**config.mk**
```make
export PLATFORM = sky130hd
export DESIGN_NAME = fifo_access_arbiter_flat
export DESIGN_NICKNAME = d
export VERILOG_FILES = /design/src/rtl/fifo_access_arbiter_if.sv /design/src/rtl/fifo_access_arbiter.sv /design/src/flat_wrapper.sv
export SDC_FILE = /design/constraint.sdc
export NUM_CORES = 1
export LEC_CHECK = 0
export CORE_MARGIN = 8
export CORE_UTILIZATION = 30
export CTS_CLUSTER_SIZE = 16
export DETAILED_ROUTE_END_ITERATION = 7
export SYNTH_ARGS = -nofsm -noshare
export SYNTH_HDL_FRONTEND = slang
export SYNTH_SLANG_ARGS = --single-unit
export TNS_END_PERCENT = 20
```
**constraint.sdc**
```tcl
create_clock -name clk -period 1.6 [get_ports clk]
set_input_delay 0.16 -clock clk [delete_from_list [all_inputs] [get_ports clk]]
set_output_delay 0.16 -clock clk [all_outputs]
set_load 0.05 [all_outputs]
```
**src/rtl/fifo_access_arbiter_if.sv**
```systemverilog
// fifo_access_arbiter_if
//   Bundles the client handshakes (two writers, one reader) and the
//   single-port FIFO control/data lines that the arbiter sits between.
//   master : arbiter side (drives grants, read data, FIFO enables/din, busy)
//   slave  : environment side (clients and FIFO instance)
interface fifo_access_arbiter_if #(
  parameter int WIDTH = 8
);
  // writer 0
  logic             w0_req;
  logic [WIDTH-1:0] w0_data;
  logic             w0_gnt;
  // writer 1
  logic             w1_req;
  logic [WIDTH-1:0] w1_data;
  logic             w1_gnt;
  // reader
  logic             rd_req;
  logic             rd_gnt;
  logic             rd_valid;
  logic [WIDTH-1:0] rd_data;
  // FIFO side
  logic [WIDTH-1:0] fifo_din;
  logic             fifo_we_n;
  logic             fifo_oe_n;
  logic             fifo_full;
  logic             fifo_empty;
  logic [WIDTH-1:0] fifo_dout;
  // status
  logic             busy;

  modport master (
    input  w0_req, w0_data, w1_req, w1_data, rd_req,
           fifo_full, fifo_empty, fifo_dout,
    output w0_gnt, w1_gnt, rd_gnt, rd_valid, rd_data,
           fifo_din, fifo_we_n, fifo_oe_n, busy
  );

  modport slave (
    output w0_req, w0_data, w1_req, w1_data, rd_req,
           fifo_full, fifo_empty, fifo_dout,
    input  w0_gnt, w1_gnt, rd_gnt, rd_valid, rd_data,
           fifo_din, fifo_we_n, fifo_oe_n, busy
  );
endinterface

```
**src/rtl/fifo_access_arbiter.sv**
```systemverilog
// fifo_access_arbiter
//   Round-robin access arbiter for one single-port SRAM FIFO shared by two
//   writers (W0, W1) and one reader (R). At most one FIFO operation every two
//   cycles; a write and a read are never issued together. Read data coming
//   out of the registered SRAM is re-registered toward the reader together
//   with a one-cycle valid strobe.
//
// Ports
//   clk  : clock, all logic on the rising edge
//   rst  : synchronous active-high reset
//   bus  : fifo_access_arbiter_if.master
//          w0_req/w0_data/w0_gnt, w1_req/w1_data/w1_gnt  writer handshakes
//          rd_req/rd_gnt/rd_valid/rd_data                 reader handshake
//          fifo_din/fifo_we_n/fifo_oe_n                   FIFO control (active low)
//          fifo_full/fifo_empty/fifo_dout                 FIFO status and data
//          busy                                           high while in ACCESS
//
// State table
//   state  | meaning
//   IDLE   | enables high; arbitrate eligible requests, register the winner
//   ACCESS | exactly one enable low for one cycle; FIFO commits at its end
module fifo_access_arbiter #(
  parameter int WIDTH = 8
) (
  input  logic                  clk,
  input  logic                  rst,
  fifo_access_arbiter_if.master bus
);

  typedef enum logic {
    IDLE   = 1'b0,
    ACCESS = 1'b1
  } state_e;

  typedef enum logic [1:0] {
    SRC_W0 = 2'd0,
    SRC_W1 = 2'd1,
    SRC_R  = 2'd2
  } src_e;

  state_e           state_q, state_d;
  src_e             rr_last_q, rr_last_d;
  logic             we_n_q, we_n_d;
  logic             oe_n_q, oe_n_d;
  logic [WIDTH-1:0] din_q, din_d;
  logic             w0_gnt_q, w0_gnt_d;
  logic             w1_gnt_q, w1_gnt_d;
  logic             rd_gnt_q, rd_gnt_d;
  logic             busy_q, busy_d;
  logic             rd_pending_q, rd_pending_d;
  logic             rd_valid_q, rd_valid_d;
  logic [WIDTH-1:0] rd_data_q, rd_data_d;

  logic elig_w0, elig_w1, elig_r;
  logic win_valid;
  src_e win_src;

  // Flags are sampled only in IDLE; since every ACCESS is followed by an
  // IDLE, the flags already reflect the previous operation when used here.
  always_comb begin
    elig_w0 = bus.w0_req & ~bus.fifo_full;
    elig_w1 = bus.w1_req & ~bus.fifo_full;
    elig_r  = bus.rd_req & ~bus.fifo_empty;
  end

  // Search order starts just after the last winner: W0 -> W1 -> R -> W0.
  always_comb begin
    win_src   = SRC_W0;
    win_valid = elig_w0 | elig_w1 | elig_r;
    case (rr_last_q)
      SRC_W0: begin
        if (elig_w1)      win_src = SRC_W1;
        else if (elig_r)  win_src = SRC_R;
        else              win_src = SRC_W0;
      end
      SRC_W1: begin
        if (elig_r)       win_src = SRC_R;
        else if (elig_w0) win_src = SRC_W0;
        else              win_src = SRC_W1;
      end
      default: begin
        if (elig_w0)      win_src = SRC_W0;
        else if (elig_w1) win_src = SRC_W1;
        else              win_src = SRC_R;
      end
    endcase
  end

  // State register
  always_ff @(posedge clk) begin
    if (rst) begin
      state_q <= IDLE;
    end else begin
      state_q <= state_d;
    end
  end

  // Next-state logic
  always_comb begin
    state_d = state_q;
    case (state_q)
      IDLE:    if (win_valid) state_d = ACCESS;
      ACCESS:  state_d = IDLE;
      default: state_d = IDLE;
    endcase
  end

  // Output logic: every externally visible signal is registered, so the
  // values computed here appear in the cycle after the decision.
  always_comb begin
    we_n_d       = 1'b1;
    oe_n_d       = 1'b1;
    din_d        = din_q;
    w0_gnt_d     = 1'b0;
    w1_gnt_d     = 1'b0;
    rd_gnt_d     = 1'b0;
    busy_d       = 1'b0;
    rr_last_d    = rr_last_q;
    rd_pending_d = rd_pending_q;
    rd_valid_d   = 1'b0;
    rd_data_d    = rd_data_q;

    // The registered SRAM presents the word in the cycle after its ACCESS,
    // which is always an IDLE cycle.
    if (rd_pending_q && (state_q == IDLE)) begin
      rd_data_d    = bus.fifo_dout;
      rd_valid_d   = 1'b1;
      rd_pending_d = 1'b0;
    end

    if ((state_q == IDLE) && win_valid) begin
      busy_d    = 1'b1;
      rr_last_d = win_src;
      case (win_src)
        SRC_W0: begin
          we_n_d   = 1'b0;
          din_d    = bus.w0_data;
          w0_gnt_d = 1'b1;
        end
        SRC_W1: begin
          we_n_d   = 1'b0;
          din_d    = bus.w1_data;
          w1_gnt_d = 1'b1;
        end
        default: begin
          oe_n_d       = 1'b0;
          rd_gnt_d     = 1'b1;
          rd_pending_d = 1'b1;
        end
      endcase
    end
  end

  // Output / datapath registers
  always_ff @(posedge clk) begin
    if (rst) begin
      rr_last_q    <= SRC_R;
      we_n_q       <= 1'b1;
      oe_n_q       <= 1'b1;
      din_q        <= '0;
      w0_gnt_q     <= 1'b0;
      w1_gnt_q     <= 1'b0;
      rd_gnt_q     <= 1'b0;
      busy_q       <= 1'b0;
      rd_pending_q <= 1'b0;
      rd_valid_q   <= 1'b0;
      rd_data_q    <= '0;
    end else begin
      rr_last_q    <= rr_last_d;
      we_n_q       <= we_n_d;
      oe_n_q       <= oe_n_d;
      din_q        <= din_d;
      w0_gnt_q     <= w0_gnt_d;
      w1_gnt_q     <= w1_gnt_d;
      rd_gnt_q     <= rd_gnt_d;
      busy_q       <= busy_d;
      rd_pending_q <= rd_pending_d;
      rd_valid_q   <= rd_valid_d;
      rd_data_q    <= rd_data_d;
    end
  end

  assign bus.fifo_we_n = we_n_q;
  assign bus.fifo_oe_n = oe_n_q;
  assign bus.fifo_din  = din_q;
  assign bus.w0_gnt    = w0_gnt_q;
  assign bus.w1_gnt    = w1_gnt_q;
  assign bus.rd_gnt    = rd_gnt_q;
  assign bus.busy      = busy_q;
  assign bus.rd_valid  = rd_valid_q;
  assign bus.rd_data   = rd_data_q;

endmodule

```
**src/flat_wrapper.sv**
```systemverilog
// flat-port wrapper written by rule: the top's interface ports become plain ports
module fifo_access_arbiter_flat 
#(
  parameter int WIDTH = 8
)
  (clk, rst, bus_w0_req, bus_w0_data, bus_w1_req, bus_w1_data, bus_rd_req, bus_fifo_full, bus_fifo_empty, bus_fifo_dout, bus_w0_gnt, bus_w1_gnt, bus_rd_gnt, bus_rd_valid, bus_rd_data, bus_fifo_din, bus_fifo_we_n, bus_fifo_oe_n, bus_busy);
  fifo_access_arbiter_if #(.WIDTH(WIDTH)) bus_i ();
  input  logic clk;
  input  logic rst;
  input wire logic [$bits(bus_i.w0_req)-1:0] bus_w0_req;
  input wire logic [$bits(bus_i.w0_data)-1:0] bus_w0_data;
  input wire logic [$bits(bus_i.w1_req)-1:0] bus_w1_req;
  input wire logic [$bits(bus_i.w1_data)-1:0] bus_w1_data;
  input wire logic [$bits(bus_i.rd_req)-1:0] bus_rd_req;
  input wire logic [$bits(bus_i.fifo_full)-1:0] bus_fifo_full;
  input wire logic [$bits(bus_i.fifo_empty)-1:0] bus_fifo_empty;
  input wire logic [$bits(bus_i.fifo_dout)-1:0] bus_fifo_dout;
  output wire logic [$bits(bus_i.w0_gnt)-1:0] bus_w0_gnt;
  output wire logic [$bits(bus_i.w1_gnt)-1:0] bus_w1_gnt;
  output wire logic [$bits(bus_i.rd_gnt)-1:0] bus_rd_gnt;
  output wire logic [$bits(bus_i.rd_valid)-1:0] bus_rd_valid;
  output wire logic [$bits(bus_i.rd_data)-1:0] bus_rd_data;
  output wire logic [$bits(bus_i.fifo_din)-1:0] bus_fifo_din;
  output wire logic [$bits(bus_i.fifo_we_n)-1:0] bus_fifo_we_n;
  output wire logic [$bits(bus_i.fifo_oe_n)-1:0] bus_fifo_oe_n;
  output wire logic [$bits(bus_i.busy)-1:0] bus_busy;
  assign bus_i.w0_req = bus_w0_req;
  assign bus_i.w0_data = bus_w0_data;
  assign bus_i.w1_req = bus_w1_req;
  assign bus_i.w1_data = bus_w1_data;
  assign bus_i.rd_req = bus_rd_req;
  assign bus_i.fifo_full = bus_fifo_full;
  assign bus_i.fifo_empty = bus_fifo_empty;
  assign bus_i.fifo_dout = bus_fifo_dout;
  assign bus_w0_gnt = bus_i.w0_gnt;
  assign bus_w1_gnt = bus_i.w1_gnt;
  assign bus_rd_gnt = bus_i.rd_gnt;
  assign bus_rd_valid = bus_i.rd_valid;
  assign bus_rd_data = bus_i.rd_data;
  assign bus_fifo_din = bus_i.fifo_din;
  assign bus_fifo_we_n = bus_i.fifo_we_n;
  assign bus_fifo_oe_n = bus_i.fifo_oe_n;
  assign bus_busy = bus_i.busy;
  fifo_access_arbiter #(.WIDTH(WIDTH)) u_core (.clk(clk), .rst(rst), .bus(bus_i));
endmodule
```
### Yosys cells after proc, flatten, opt, wreduce, memory -nomap -nowiden

Cells that the tools add are included.

* bitwise operators: 9
* reductions and logical operators: 8
* equal/unequal tests: 2
* multiplexer cells: 19

Operator list (count)
* 8-bit case mux with 2 select lines: 1
* 1-bit 2-to-1 mux: 11
* 2-bit 2-to-1 mux: 5
* 2-bit by 1-bit == test with 1-bit output, second input constant: 2
* 2-bit zero test: 2
* 1-bit inverter: 4
* 2-bit case mux with 2 select lines: 1
* 2-bit OR reduction: 2
* 1-bit AND: 3
* 1-bit logical AND: 2
* 1-bit bitwise OR: 2
* 1-bit case mux with 2 select lines: 1
* 2-bit AND reduction: 1
* 2-bit nonzero test: 1

* logic and storage cells: 50
* bits in registers: 27
* output and inout bits: 23

### Longest topological paths before layout

Gate-level depths: netlist (run 1).

* word-level depth: 9
* depth in mapped cells: 5
* gate-level depth less buffers: 4

### Least setup slack after synthesis (run 1)

OpenSTA, ideal clock, no wires.

* path kind: register to register
* from: register u_core.rr_last_q[1]
* to: register u_core.din_q[0] (netlist: u_core.bus.fifo_din[0])
* slack: 0.285 ns
* cell stages (with the launch flop): 6
* setup time: 0.091 ns
* buffers on the path: 1
* clock period less this slack: 1.315 ns
* data required time: 1.509 ns
* arrival: 1.224 ns
* cell sequence: dfxtp_1 nor3b_1 o21ai_2 and2_1 buf_2 a311oi_1

* cells in the longest elaborated chain, start to end: 5
* elaborated cells between the ends (all ways): 8
* those cells by class: eq/ne (2); mux (2); reduce/logical (4)

RTL lines
* from (decl): RTL line fifo_access_arbiter.sv:42 `src_e rr_last_q, rr_last_d;`
* from (signal assigned): RTL line fifo_access_arbiter.sv:169 `rr_last_q <= rr_last_d;`
* 2-bit by 1-bit == test with 1-bit output / 2-bit zero test (equally long branches): RTL line fifo_access_arbiter.sv:70 `case (rr_last_q)`
* 2-bit case mux with 2 select lines *: RTL line fifo_access_arbiter.sv:70
* 2-bit by 1-bit == test with 1-bit output / 2-bit zero test (equally long branches): RTL line fifo_access_arbiter.sv:134 `case (win_src)`
* 2-bit nonzero test (no line)
* 2-bit AND reduction (no line)
* to (signal assigned): RTL line fifo_access_arbiter.sv:172 `din_q <= din_d;`
* to (decl): RTL line fifo_access_arbiter.sv:45 `logic [WIDTH-1:0] din_q, din_d;`

Mark *: on every way between the ends. The rest lies on a longest branch, timed or not.
A chain may end at the register's enable or synchronous reset.

### Worst setup path in the final report (run 1)

* from: input bus_w1_req
* to: register u_core.din_q[1] (netlist: u_core.bus.fifo_din[1])

* cells in the longest elaborated chain, start to end: 7
* elaborated cells between the ends (all ways): 13
* those cells by class: eq/ne (1); mux (5); bitwise (3); reduce/logical (4)

RTL lines
* from (decl): RTL line flat_wrapper.sv:12 `input wire logic [$bits(bus_i.w1_req)-1:0] bus_w1_req;`
* 1-bit AND *: RTL line fifo_access_arbiter.sv:62 `elig_w1 = bus.w1_req & ~bus.fifo_full;`
* 2-bit 2-to-1 mux: RTL line fifo_access_arbiter.sv:83 `else if (elig_w1) win_src = SRC_W1;`
* 2-bit 2-to-1 mux: RTL line fifo_access_arbiter.sv:82 `if (elig_w0) win_src = SRC_W0;`
* 2-bit case mux with 2 select lines: RTL line fifo_access_arbiter.sv:70
* 2-bit by 1-bit == test with 1-bit output / 2-bit zero test (equally long branches): RTL line fifo_access_arbiter.sv:134
* 2-bit nonzero test (no line)
* 2-bit AND reduction (no line)

Marked as above.

==> flow_summary.toml, run 1 <==
[drt]
antenna_left = 0
num_vias = 1175
post-route-drc-count = 0
drt_iter0_markers = 34
wire_per_inst_um = 14.0
viasPerCell = 4.90
drt_pass1_iterations = 4
wl_um = 3360

[layout]
final_cells = 240
antenna_cells = 0
multi_input_area_um2 = 542
num-nets-final = 224
area_growth_pct = 60.3
drive_above_1_share_pct = 25.0
seqCellArea_um2 = 542
nFillCells = 366

[place]
placed_cells_incl_taps = 236
preCtsSetupSlack_ns = -0.167
dp_hpwl_um = 2740
place_congestion = 0.759
io_buffers = 53

[grt]
globalRouteOverflowTotal = 0
antenna_found_initial = 0
grt_max_degree = 15
grt_pass1_wl_um = 5510
grt_pass1_vias = 1195
grt_usage_pct = 10.9

[cts]
cts.htree.levels = 1
clk_latency_ns = 0.26
cts_tree = "built"
clock_path_buffers = 2
clkSinkCount = 27
clock-root-buffer = "clkbuf_8"
cts_made_buffers = 3
clk_pin_slew_worst_paths_ns = 0.09

[worst_setup_path]
critPathLaunchType = "input pin"
required_ns = 1.76
worst-setup-path-type = "in -> reg"
critPathBufInv = 3
cpMostUsedCell = "buf_4"
path_cells = "clkdlybuf4s50_1 > buf_4 > nor3b_1 > a31oi_2 > buf_4 > o211ai_1 > a311oi_1"
cp_top_family = "buffers and inverters"
max_stage_delay_ns = 0.47
crit_path_end_kind = "register"
slowest_stage = "clkdlybuf4s50_1"
cp_max_fo = 8
worstPathArrival_ns = 1.66

[power_and_ir_drop]
ir_drop_uv = 357
power_density_nw_per_um2 = 860
power_uw = 1560
power_leakage_uw = 0.000707

[timing]
rsz0062_at_grt = "no"
finalCriticalPeriod_ns = 1.50
final.setup.worst_slack_ns = 0.101
setup_violations = 0
fin_skew_ns = 0.00134
post-route-period-util_pct = 93.7
relSlewSlack_pct = 68.1
final_max_slew_viol_count = 0
max_freq_ghz = 0.667
worstMarginPinSlew_ns = 0.478
holdWs_ns = 0.448
hold_violations = 0

[logic_synthesis]
syn_nets = 157
synth_area_leaders = "dfxtp_1 (48%), a21oi_1 (8.0%), a311oi_1 (6.2%)"
synth.distinct_cells = 26
synth_common_cells = "dfxtp_1 (27), a21oi_1 (18), nand2_1 (17)"
synth_area_per_cell_um2 = 8.98
synth-seq-cells = 27
async_reset_ff_share_pct = 0
yosysTopAreaCell = "dfxtp_1"
ys_seq_area_share_pct = 47.8
synth.cell_area_um2 = 1130
synth_top_area_share_pct = 47.8
yosys_warnings = 0
synth-edff-count = 0
ys.flop_type = "dfxtp_1"
yosysMostFrequentCell = "dfxtp_1"
synthCells = 126

[floorplanning]
num_rows = 22
io_pins = 54
initial_core_util_pct = 31.1
coreArea_um2 = 3630
die_area_um2 = 5990
fp.dieW_um = 77.4
die-height_um = 77.4

[flow_run]
maxCapViolCount = 0

[worst_hold_path]
worstHoldPathType = "in -> reg"

[run_status]
outcome = "finished clean"
-- repair_timing --
| action | in CTS | in global routing |
|---|---|---|
| endpoints found under the setup margin | 0 | 1 |
| resized for setup | 0 | 1 |
| hold buffers | 0 | 0 |
| buffers inserted | 0 | 0 |
-- worst paths after layout --
kind | slack (ns) | from | endpoint | cells after the start
worst max-delay path | 0.10 | bus_w1_req | u_core.bus.fifo_din[1] | 7
worst min-delay path | 0.45 | bus_fifo_dout[2] | u_core.bus.rd_data[2] | 3
worst max register to register | 0.17 | u_core.rr_last_q[0] | u_core.bus.fifo_din[1] | 5
worst min register to register | 0.46 | u_core.bus.rd_data[3] | u_core.bus.rd_data[3] | 2
-- power breakdown --
part / switching [uW] / internal [uW]
clock: 193 / 178
sequential: 31.2 / 713
combinational: 244 / 199
total: 468 / 1090
-- per-layer routing --
layer / part of all wire, % / routed length, um / track usage [%] / vias up
met5: 0 / 0 / 0 / -
met4: 0.68 / 23 / 2.83 / 0
met3: 8.0 / 270 / 4.38 / 2
met2: 45 / 1520 / 18.3 / 50
met1: 46 / 1550 / 12.5 / 530
li1: - / - / - / 593
-- registers in the layout, summed over array words and instances (netlist names) --
register,cells
u_core.rr_last_q,2
u_core.bus.fifo_din,8
u_core.state_q,1
u_core.bus.fifo_we_n,1
u_core.bus.w1_gnt,1
u_core.rd_pending_q,1
u_core.bus.busy,1
u_core.bus.rd_valid,1
u_core.bus.fifo_oe_n,1
u_core.bus.rd_gnt,1
u_core.bus.rd_data,8
u_core.bus.w0_gnt,1
-- logic make-up after synthesis --
family	after synthesis	share of synthesized area, %
compound gates	50	30.3
simple gates	38	17.6
flops	27	47.8
buf+inv	11	4.31
-- layout by cell type, fill, tap and decap left out, types with 3 or more instances in the layout --
cell type,Yosys,layout
buf_4,1,39
clkdlybuf4s50_1,0,30
dfxtp_1,27,26
a21oi_1,18,18
nand2_1,17,17
o21ai_1,9,9
o211ai_1,8,8
a311oi_1,8,8
nor2_1,6,6
nand2b_1,4,4
inv_1,3,3
nor3b_1,3,3
and2_1,3,3
clkbuf_8,0,3
-- metrics by stage --
stage	cell area (um2)	util, %	setup TNS, ns
3_3_place_gp	1770	48.6	-0.445
3_5_place_dp	1770	48.6	-1.17
4_1_cts	1810	49.9	0
2_1_floorplan	1130	-	0
5_1_grt	1810	49.9	0
6_report	1810	49.9	0
-- worst register-to-register path, stage by stage (launching register included) --
cell and delay (ns):
dfxtp_1 0.49, nor3b_1 0.12, a31oi_2 0.16, buf_4 0.18, o211ai_1 0.09, a311oi_1 0.30
-- final cells by class --
cell class	count	share of cell area (%)
repair buffers	70	33.8
flip-flops and latches	27	29.9
multi-input cells	88	29.9
well taps	48	3.31
clock buffers	4	2.48
inverters	3	0.621
Power figures use the tool's default switching activity.
==> run 2: changes to the inputs <==
GPL_ROUTABILITY_DRIVEN = 0   (was not set)
SKIP_CTS_REPAIR_TIMING = 1   (was not set)
==> results of run 2 <==
Final layout, timing and power as in run 1 (identical DEF).
==> run 3: changes to the inputs <==
clock period = 1.3 ns   (was 1.6 ns; I/O delays follow)
==> flow_summary.toml, run 3 (synthesized netlist as in run 1, its figures left out) <==
[worst_setup_path]
crit_path_end_kind = "register"
reg2reg_slack_ns = -0.05
slowest_stage = "clkdlybuf4s50_1"
critPathBufInv = 3
path_cells = "clkdlybuf4s50_1 > buf_4 > o41ai_4 > buf_6 > o21ai_1 > a311oi_2"
max_stage_delay_ns = 0.46
worstPathArrival_ns = 1.56
required_ns = 1.49
worst-setup-path-type = "in -> reg"
critPathLaunchType = "input pin"
cp_top_family = "buffers and inverters"
cp_max_fo = 9

[timing]
max_freq_ghz = 0.727
setup_violations = 10
post-route-period-util_pct = 106
finalCriticalPeriod_ns = 1.37
hold_violations = 0
final_max_slew_viol_count = 0
fin_skew_ns = 0.00147
relSlewSlack_pct = 78.9
worstMarginPinSlew_ns = 0.315
final.setup.worst_slack_ns = -0.0749
holdWs_ns = 0.408
rsz0062_at_grt = "yes"

[floorplanning]
fp.dieW_um = 77.4
die-height_um = 77.4
num_rows = 22
initial_core_util_pct = 31.1
coreArea_um2 = 3630
io_pins = 54
die_area_um2 = 5990

[layout]
nFillCells = 321
final_cell_mix = "clkdlybuf4s50_1 (29), dfxtp_1 (25), buf_12 (23)"
final_cells = 244
antenna_cells = 0
drive_above_1_share_pct = 34.2
layout_commonest_cell = "clkdlybuf4s50_1"
num-nets-final = 228
area_growth_pct = 96.9

[drt]
routed.top_layer = "met3"
num_vias = 1198
antenna_left = 0
met1Wirelength_um = 1560
wl_met2_um = 1740
viasPerCell = 4.91
wl_um = 3580
drt_pass1_iterations = 4
post-route-drc-count = 0
drt_iter0_markers = 37
dr_wl_met3_um = 281
wire_per_inst_um = 14.7

[place]
io_buffers = 53
preCtsSetupSlack_ns = -0.379
dp_hpwl_um = 2940
placed_cells_incl_taps = 240

[cts]
cts.htree.levels = 1
clock_path_buffers = 2
clk_pin_slew_worst_paths_ns = 0.09
clk_latency_ns = 0.27
cts_made_buffers = 3
clock-root-buffer = "clkbuf_8"
cts_tree = "built"
clkSinkCount = 27

[run_status]
failed_checks = "setup timing"
outcome = "finished with violations"

[worst_hold_path]
worstHoldPathType = "in -> reg"

[grt]
grt_max_degree = 17
grt_pass1_vias = 1206
grt_pass1_wl_um = 5720
grt_usage_pct = 11.3
globalRouteOverflowTotal = 0
antenna_found_initial = 0

[power_and_ir_drop]
power_leakage_uw = 0.000838
ir_drop_uv = 425
power_uw = 2110
power_density_nw_per_um2 = 949

[flow_run]
maxCapViolCount = 0
run 3: path summary, 6_finish.rpt:
check | from | endpoint | cells past startpoint
worst max-delay path | bus_fifo_full | u_core.bus.fifo_din[0] | 6
worst max register to register | u_core.rr_last_q[1] | u_core.bus.fifo_din[0] | 6
worst min-delay path | bus_fifo_dout[6] | u_core.bus.rd_data[6] | 3
worst min register to register | u_core.bus.rd_data[6] | u_core.bus.rd_data[6] | 2
run 3: cell type report:
cell class / instances / area, um2 / share of cell area, %
Timing Repair Buffer: 74 / 936 / 42.0
Multi-Input combinational cell: 88 / 623 / 28.0
Sequential cell: 27 / 548 / 24.6
Tap cell: 48 / 60.1 / 2.70
Clock buffer: 3 / 41.3 / 1.85
Inverter: 3 / 11.3 / 0.506
Clock inverter: 1 / 7.51 / 0.337
run 3: tightest hold or removal path, cell delays in order:
cell,delay [ns]
clkdlybuf4s50_1,0.40
nand2_1,0.06
a21oi_1,0.05
run 3: stage by stage:
step                utilization (%)  cell area [um2]  setup TNS (ns)
global placement               57.2             2080           -4.12
global route                   61.3             2230           -1.12
detailed placement             57.2             2080           -4.91
CTS                            58.5             2130           -1.39
finish                         61.3             2230          -0.549
floorplan                         -             1140               0
run 3: power breakdown:
| part | internal [uW] | switching [uW] | total [uW] | leakage, uW |
|---|---|---|---|---|
| registers | 878 | 58.4 | 936 | 0.000222 |
| clock network | 217 | 257 | 474 | 0.0000217 |
| logic | 373 | 331 | 704 | 0.000594 |
run 3: routing by layer:
metal / GRT usage, % / up-vias
met4: 2.64 / 0
met2: 19.9 / 47
met1: 12.4 / 551
met5: 0 / -
li1: - / 600
met3: 4.38 / 0
